`src/rtl/rect_fill_engine.sv`:
```
// rect_fill_engine
//
// Rectangle rasteriser between the UI control FSMs and the vga_adapter.
// It accepts one rectangle (origin, size, colour) per req_valid/req_ready
// handshake. It then streams the rectangle's pixels in row-major order,
// one per clock, each with a plot strobe. When the rectangle is finished
// it raises done for one cycle.
//
// Parameters:
//   H_RES, V_RES : visible screen size in pixels
//   XW, YW       : bit widths of x/width and y/height
//
// Ports:
//   clk         : system/pixel clock
//   resetn      : synchronous, active-low reset
//   req_valid   : a rectangle request is present
//   req_ready   : engine idle; request taken when req_valid && req_ready
//   req_x/req_y : top-left corner of the rectangle
//   req_w/req_h : rectangle size in pixels (zero => no pixels, just done)
//   req_colour  : 3-bit RGB colour for the whole rectangle
//   hold        : downstream stall, freezes the scan while drawing
//   out_x/out_y : current pixel coordinate (registered)
//   out_colour  : current pixel colour (registered)
//   plot        : write strobe for out_x/out_y/out_colour (registered)
//   done        : one-cycle pulse when the rectangle is complete
//   busy        : a rectangle is in progress
//
// Optional feature macro: RECT_CLIP_EN
//   When it is defined, pixels that fall off the right or bottom of the
//   screen are scanned but not plotted. When it is undefined, every scanned
//   pixel is plotted and the coordinates wrap at 2^XW / 2^YW.

module rect_fill_engine #(
  parameter int H_RES = 640,
  parameter int V_RES = 480,
  parameter int XW    = 10,
  parameter int YW    = 9
) (
  input  logic          clk,
  input  logic          resetn,
  input  logic          req_valid,
  output logic          req_ready,
  input  logic [XW-1:0] req_x,
  input  logic [YW-1:0] req_y,
  input  logic [XW-1:0] req_w,
  input  logic [YW-1:0] req_h,
  input  logic [2:0]    req_colour,
  input  logic          hold,
  output logic [XW-1:0] out_x,
  output logic [YW-1:0] out_y,
  output logic [2:0]    out_colour,
  output logic          plot,
  output logic          done,
  output logic          busy
);

  typedef enum logic [1:0] {
    IDLE,
    DRAW,
    FINISH
  } state_t;

  localparam logic [XW-1:0] X_ONE = {{(XW-1){1'b0}}, 1'b1};
  localparam logic [YW-1:0] Y_ONE = {{(YW-1){1'b0}}, 1'b1};
  localparam logic [XW:0]   H_LIM = H_RES[XW:0];
  localparam logic [YW:0]   V_LIM = V_RES[YW:0];

  state_t state, state_nxt;

  logic [XW-1:0] x0_r, x0_d;
  logic [YW-1:0] y0_r, y0_d;
  logic [XW-1:0] w_r, w_d;
  logic [YW-1:0] h_r, h_d;
  logic [XW-1:0] cx_r, cx_d;
  logic [YW-1:0] cy_r, cy_d;

  logic [XW-1:0] out_x_d;
  logic [YW-1:0] out_y_d;
  logic [2:0]    out_colour_d;
  logic          plot_d;

  logic          zero_size;
  logic          last_col;
  logic          last_pix;
  logic [XW-1:0] cx_adv;
  logic [YW-1:0] cy_adv;

  logic [XW-1:0] base_x, off_x;
  logic [YW-1:0] base_y, off_y;
  logic [XW:0]   sum_x;
  logic [YW:0]   sum_y;
  logic          pix_on_screen;
  logic          plot_en;

  // Scan bookkeeping. (cx_r, cy_r) is the offset of the pixel shown on the
  // outputs right now. cx_adv/cy_adv is the offset of the next pixel in
  // row-major order.
  assign zero_size = (req_w == '0) || (req_h == '0);
  assign last_col  = (cx_r == w_r - X_ONE);
  assign last_pix  = last_col && (cy_r == h_r - Y_ONE);
  assign cx_adv    = last_col ? '0 : cx_r + X_ONE;
  assign cy_adv    = last_col ? cy_r + Y_ONE : cy_r;

  // Address adder, shared by the accept cycle and the scan. On accept, the
  // pixel to register is the request origin itself. After that, it is the
  // latched origin plus the next scan offset. The sums carry one extra bit
  // so that off-screen pixels can be told apart from wrapped ones.
  always_comb begin
    base_x = x0_r;
    base_y = y0_r;
    off_x  = cx_adv;
    off_y  = cy_adv;
    if (state == IDLE) begin
      base_x = req_x;
      base_y = req_y;
      off_x  = '0;
      off_y  = '0;
    end
  end

  assign sum_x         = {1'b0, base_x} + {1'b0, off_x};
  assign sum_y         = {1'b0, base_y} + {1'b0, off_y};
  assign pix_on_screen = (sum_x < H_LIM) && (sum_y < V_LIM);

`ifdef RECT_CLIP_EN
  assign plot_en = pix_on_screen;
`else
  logic unused_on_screen;
  assign plot_en          = 1'b1;
  assign unused_on_screen = pix_on_screen;
`endif

  // State register. Reset drops any rectangle in progress on the spot, so
  // an aborted rectangle never produces a done pulse.
  always_ff @(posedge clk) begin
    if (!resetn) begin
      state <= IDLE;
    end else begin
      state <= state_nxt;
    end
  end

  // Next-state logic. A zero-sized request goes straight to FINISH, so its
  // done still arrives one cycle after accept. While hold is high, the scan
  // stays in DRAW even on the last pixel.
  always_comb begin
    state_nxt = state;
    case (state)
      IDLE: begin
        if (req_valid) begin
          state_nxt = zero_size ? FINISH : DRAW;
        end
      end
      DRAW: begin
        if (!hold && last_pix) begin
          state_nxt = FINISH;
        end
      end
      FINISH: begin
        state_nxt = IDLE;
      end
      default: begin
        state_nxt = IDLE;
      end
    endcase
  end

  // Output / datapath next-value logic. Every pixel output is computed one
  // cycle ahead and registered, so plot and the coordinates never depend
  // combinationally on the inputs. The first pixel is loaded on the accept
  // edge itself. Each later non-hold edge steps to the next pixel. A hold
  // edge leaves everything frozen and drops plot, so the pixel after the
  // stall is exactly the one that would have come next.
  always_comb begin
    x0_d         = x0_r;
    y0_d         = y0_r;
    w_d          = w_r;
    h_d          = h_r;
    cx_d         = cx_r;
    cy_d         = cy_r;
    out_x_d      = out_x;
    out_y_d      = out_y;
    out_colour_d = out_colour;
    plot_d       = 1'b0;
    case (state)
      IDLE: begin
        if (req_valid) begin
          x0_d         = req_x;
          y0_d         = req_y;
          w_d          = req_w;
          h_d          = req_h;
          cx_d         = '0;
          cy_d         = '0;
          out_x_d      = sum_x[XW-1:0];
          out_y_d      = sum_y[YW-1:0];
          out_colour_d = req_colour;
          plot_d       = !zero_size && plot_en;
        end
      end
      DRAW: begin
        if (!hold && !last_pix) begin
          cx_d    = cx_adv;
          cy_d    = cy_adv;
          out_x_d = sum_x[XW-1:0];
          out_y_d = sum_y[YW-1:0];
          plot_d  = plot_en;
        end
      end
      default: begin
      end
    endcase
  end

  // Datapath and output registers.
  always_ff @(posedge clk) begin
    if (!resetn) begin
      x0_r       <= '0;
      y0_r       <= '0;
      w_r        <= '0;
      h_r        <= '0;
      cx_r       <= '0;
      cy_r       <= '0;
      out_x      <= '0;
      out_y      <= '0;
      out_colour <= '0;
      plot       <= 1'b0;
    end else begin
      x0_r       <= x0_d;
      y0_r       <= y0_d;
      w_r        <= w_d;
      h_r        <= h_d;
      cx_r       <= cx_d;
      cy_r       <= cy_d;
      out_x      <= out_x_d;
      out_y      <= out_y_d;
      out_colour <= out_colour_d;
      plot       <= plot_d;
    end
  end

  // Status outputs are plain decodes of the state register.
  assign req_ready = (state == IDLE);
  assign busy      = (state != IDLE);
  assign done      = (state == FINISH);

endmodule

```
`config.mk`:
```
export PLATFORM = sky130hd
export DESIGN_NAME = rect_fill_engine
export DESIGN_NICKNAME = d
export VERILOG_FILES = /design/src/rtl/rect_fill_engine.sv
export SDC_FILE = /design/constraint.sdc
export NUM_CORES = 1
export LEC_CHECK = 0
export ABC_AREA = 1
export BUFFER_PORTS_ARGS = -buffer_cell sky130_fd_sc_hd__buf_2
export CORE_MARGIN = 3
export CORE_UTILIZATION = 60
export DETAILED_ROUTE_END_ITERATION = 8
export GPL_TIMING_DRIVEN = 0
export PLACE_DENSITY_LB_ADDON = 0.15
export SLEW_MARGIN = 20
export SYNTH_ARGS = -nofsm -noshare
export SYNTH_HDL_FRONTEND = slang
export SYNTH_SLANG_ARGS = --single-unit
```
`constraint.sdc`:
```
create_clock -name clk -period 7.9 [get_ports clk]
set_input_delay 1.185 -clock clk [delete_from_list [all_inputs] [get_ports clk]]
set_output_delay 1.185 -clock clk [all_outputs]
set_load 0.005 [all_outputs]
```
==> Word-level counts from Yosys, hierarchy flattened <==
Cells that the tools add are included.
{ "totals": {"register_bits": 82, "latch_bits": 0, "mem_bits_rw": 0, "mem_bits_ro": 0, "in_bits": 45, "out_inout_bits": 26, "memories": 0} }
{ "classes": {"n_addsub": 6, "n_mul": 0, "div_mod_pow": 0, "order_cmp": 0, "n_eq_ne": 7, "shift": 0, "muxes": 25, "n_bitwise": 0, "reduce_logical": 15} }
{ "ops": {"columns": ["op", "n"], "rows": [
  ["10-bit two-way mux", 7],
  ["9-bit two-way mux", 7],
  ["10-bit case mux with 2 select lines", 2],
  ["9-bit case mux with 2 select lines", 2],
  ["10-bit by 1-bit adder with 10-bit output, second input constant", 1],
  ["10-bit adder", 1],
  ["10-bit == test", 1],
  ["10-bit logical NOT", 1],
  ["10-bit by 1-bit subtractor with 10-bit output, second input constant", 1],
  ["9-bit by 1-bit adder with 9-bit output, second input constant", 1],
  ["9-bit adder", 1],
  ["9-bit == test", 1],
  ["9-bit logical NOT", 1],
  ["9-bit by 1-bit subtractor with 9-bit output, second input constant", 1],
  ["2-bit two-way mux", 3],
  ["2-bit != test, second input constant", 3],
  ["2-bit case mux with 2 select lines", 1],
  ["2-bit AND reduction", 2],
  ["2-bit nonzero test", 2],
  ["1-bit logical AND", 3],
  ["1-bit logical NOT", 3],
  ["3-bit AND reduction", 1],
  ["2-bit by 1-bit == test with 1-bit output, second input constant", 1],
  ["2-bit == test, second input constant", 1],
  ["other kinds (4)", 5]
]} }

==> Depth between registers and ports, before layout <==
{ "logic_depth": {"ltp_word": 7, "depth_mapped": 27, "mapped_depth_nobuf": 27} }

==> Worst setup path before layout <==
Ideal clock, no wire load.
{ "synth_timing": {"path_kind": "reg2reg", "startpoint": "reg w_r[0]", "endpoint": "reg out_y[8]", "arrival_ps": 3104, "t_required_ps": 7783, "path_slack_ps": 4679, "path_stages_with_launch": 24, "path_buffers": 1, "period_less_slack_ps": 3221, "cell_sequence": "dfxtp_1 -> inv_1 -> ha_1 -> nand2_1 -> nor2_1 -> nand3_1 -> nand3_1 -> nand2_1 -> nor2_1 -> nand3_2 -> buf_2 -> xor2_1 -> nor2_1 -> ha_1 -> fa_1 -> nand3_1 -> nand2_1 -> nand4_1 -> nand3_1 -> xor2_1 -> inv_1 -> o21bai_1 -> nand2_1 -> a21oi_1"} }
{ "synth_via": {"elab_chain_cells": 7} }
{ "synth_rtl": {"columns": ["item", "line_no", "rtl"], "rows": [
  ["from (decl)", "72", "logic [XW-1:0] w_r, w_d;"],
  ["from (signal assigned)", "230", "w_r <= w_d;"],
  ["10-bit by 1-bit subtractor with 10-bit output (*)", "99", "assign last_col = (cx_r == w_r - X_ONE);"],
  ["10-bit == test (*)", "99", null],
  ["9-bit two-way mux / 1-bit logical AND (equally long branches)", "102, 100", null],
  ["9-bit two-way mux / 1-bit logical NOT (equally long branches)", "113, 201", null],
  ["9-bit adder / 1-bit logical AND (equally long branches)", "122, 201", null],
  ["9-bit two-way mux (tied with other cells)", "201", "if (!hold && !last_pix) begin"],
  ["9-bit case mux with 2 select lines / 3-bit AND reduction (equally long branches)", null, null],
  ["to (signal assigned)", "235", "out_y <= out_y_d;"],
  ["to (decl)", "50", "output logic [YW-1:0] out_y,"]
]} }
Mark *: on every way between the ends. The rest lies on a longest branch, timed or not. The select of a mux whose other input is x is not followed.
A chain may end at the register's enable or synchronous reset.

==> Worst setup path in the final report <==
Ends and elaborated chain as after synthesis.

==> summary.txt <==
Run status
  • Status: finished, final reports clean

Synth
  • Most common cell in the netlist: nand2_1
  • Average size of a mapped cell: 6.43 µm²
  • Yosys synthesis warning count: 0
  • Count of cell types in the netlist: 40
  • Synth area leader: dfxtp_1
  • Post-synthesis register bit count: 82
  • Top cells by count, synth: 153 x nand2_1, 129 x nor2_1, 91 x inv_1
  • Area share of the largest cell type after synthesis: 30.9%
  • Syn Inst Count: 826
  • Sequential share of the synthesized area: 30.9%
  • Asr flop ratio synth: 0%
  • Net Count, Synth: 894
  • Synth Flop Type: dfxtp_1
  • Synth area leaders: dfxtp_1 31%, nand2_1 11%, nor2_1 9.1%, o21ai_0 6.9%, inv_1 6.4%
  • Synth Cell Area: between 0.005 and 0.006 mm²
  • Number of enable flip-flop cells after synthesis: 0

Drt
  • WL/cell: 15.1 µm
  • Vias per cell: 5.69
  • DRT Pass-1 Iters: 6
  • DRT antenna net count: 0
  • Initial drt markers: 428
  • # DRC: 0
  • Via count: 5784
  • Wirelength, routed: 15.4 mm

Setup path
  • Worst EP arrival: ~4.2 ns
  • Critical Path RT: 8.15 ns
  • Startpoint class of the critical path: flop
  • Endpoint class of the critical path: flop
  • Crit path kind: reg -> reg
  • CP Max Fanout: 10

Pwr
  • Pwr Density: slightly below 200 mW/mm²
  • Largest vdd supply drop: 0.000134 V
  • Lkg Pwr: 2.90 nW
  • Total power: 1.16 mW

Global routing
  • Gr usage total: 31.8%
  • Global-route wire length before repair: 25.4 mm
  • Number of global-route vias before repair: 5377
  • GRT Residual Overflow: 0
  • Largest net degree at the start of global routing: 15
  • Initial antenna violation count: 0

Final layout
  • Multi-input logic area: 0.00315 mm²
  • # fillers: roughly 740
  • Utilization after layout: 71.2%
  • Fin area: about 0.006 mm²
  • Final non-filler cell total: 1017
  • Register Area: 0.00164 mm²
  • Nets@finish: around 1000
  • Share of cells above drive strength 1: 12.4%
  • Ant diodes: 0
  • Area Growth Syn to Fin: 12.9%

Clocking
  • Skew-Pair Late Insertion Delay: between 0.3 and 0.4 ns
  • Setup bufs post-CTS: 0
  • Clock sinks: 82
  • CTS tree: built
  • CTS resizes: 0
  • Root Buffer: clkbuf_8
  • Post-CTS Hold Buffers: 0
  • Htree depth: 3
  • Clock Tree Buf Depth: 2
  • Clock transition at the registers of the reported paths: 0.09 ns
  • CTS buffer count: 9

STA
  • Measured slew at the worst slew-check pin: 0.598 ns
  • Period utilisation layout: 50.1%
  • F_max: 253 MHz
  • Setup WS post-layout: 3.94 ns
  • Slew headroom: 60.2%
  • Final Hold Vio Count: 0
  • Setup-failing EPs final: 0
  • Min Tclk post-route: 3.96 ns
  • Max-slew violation count: 0
  • TNS Setup: 0 ns
  • Minimum hold slack: around 0.45 ns
  • Unrepaired setup endpoints after global routing: no
  • Worst Clk Skew: 0.0144 ns

Placement
  • Placed Area: roughly 0.0058 mm²
  • Worst slack, placed: 4.00 ns
  • Routability Congestion: 0.948
  • Placed insts: 1001
  • Port bufs: 70
  • Half-perimeter wire length after placement: 11.9 mm

Floorplanning
  • Die Wd: 100 µm
  • Top Ports: a little over 70
  • Die height: 100 µm
  • Die ar.: 0.0100 mm²
  • FP Rows: 33
  • Initial Utilization: 63.0%
  • Core area: 0.00842 mm²

Worst hold path
  • HP Class: reg -> reg

Run
  • Max-Cap Viols: 0
## routing by layer
metal	global-route usage (%)	share of wire [%]
met1	41.2	41
met2	50.8	45
met3	7.37	10
met4	14.2	4.0
met5	0	0
## sequential cells by signal, indices dropped and copies added, names as in the netlist
register / count
cx_r: 10
out_y: 9
x0_r: 10
out_colour: 3
h_r: 9
out_x: 10
plot: 1
state: 2
cy_r: 9
w_r: 10
y0_r: 9
## layout by cell type, fill, tap and decap left out, drive strengths merged
| cell | Yosys | routed |
|---|---|---|
| a21o | 2 | 2 |
| a21oi | 58 | 58 |
| a31oi | 2 | 2 |
| and3 | 1 | 1 |
| buf | 12 | 82 |
| bufinv | 0 | 1 |
| clkbuf | 22 | 32 |
| clkinv | 3 | 5 |
| clkinvlp | 0 | 3 |
| dfxtp | 82 | 82 |
| fa | 2 | 2 |
| ha | 21 | 21 |
| inv | 92 | 92 |
| nand2 | 156 | 156 |
| nand3 | 55 | 55 |
| nand3b | 5 | 5 |
| nand4 | 16 | 16 |
| nor2 | 135 | 135 |
| nor3 | 13 | 13 |
| nor4 | 3 | 3 |
| o21a | 1 | 1 |
| o21ai | 102 | 102 |
| o21bai | 1 | 1 |
| o311ai | 1 | 1 |
| or2 | 8 | 8 |
| xnor2 | 7 | 7 |
| xor2 | 26 | 26 |
## power by group
| part | switching [mW] | internal (mW) |
|---|---|---|
| Clock | 0.166 | 0.155 |
| Combinational | 0.228 | 0.127 |
| Sequential | 0.0313 | 0.455 |
## path summary, 6_finish.rpt
path                            endpoint  cells past startpoint    start  slack, ns
worst max-delay path            out_y[8]                     23   w_r[0]       3.94
worst min-delay path             y0_r[1]                      2  y0_r[1]       0.45
worst max register to register  out_y[8]                     23   w_r[0]       3.94
worst min register to register   y0_r[1]                      2  y0_r[1]       0.45
## worst max-delay path, stage by stage, from the launching register on
cell	delay (ns)
dfxtp_1	0.33
inv_1	0.15
ha_1	0.28
nand2_1	0.10
nor2_1	0.18
nand3_1	0.10
nand3_1	0.08
nand2_1	0.06
nor2_1	0.16
nand3_2	0.20
buf_2	0.26
xor2_1	0.21
nor2_1	0.13
ha_1	0.24
fa_1	0.40
nand3_1	0.10
nand2_1	0.10
nand4_1	0.09
nand3_1	0.15
xor2_1	0.18
inv_1	0.09
nand4_1	0.11
nand2_1	0.11
a21oi_1	0.06
## kinds of logic after synthesis
kind of cell / after synthesis / share of synthesized area (%)
simple gates: 392 / 32.0
compound gates: 167 / 16.0
buf+inv: 129 / 9.78
flops: 82 / 30.9
xor+xnor: 33 / 5.58
fa+ha+maj: 23 / 5.70
## final cells by class
class / count / share of cell area (%)
Multi-Input combinational cell: 615 / 52.5
Sequential cell: 82 / 27.4
Inverter: 95 / 6.03
Timing Repair Buffer: 70 / 5.84
Buffer: 34 / 2.63
Clock buffer: 10 / 2.30
Tap cell: 105 / 2.19
Clock inverter: 6 / 1.11
(Power assumes the default switching activity.)
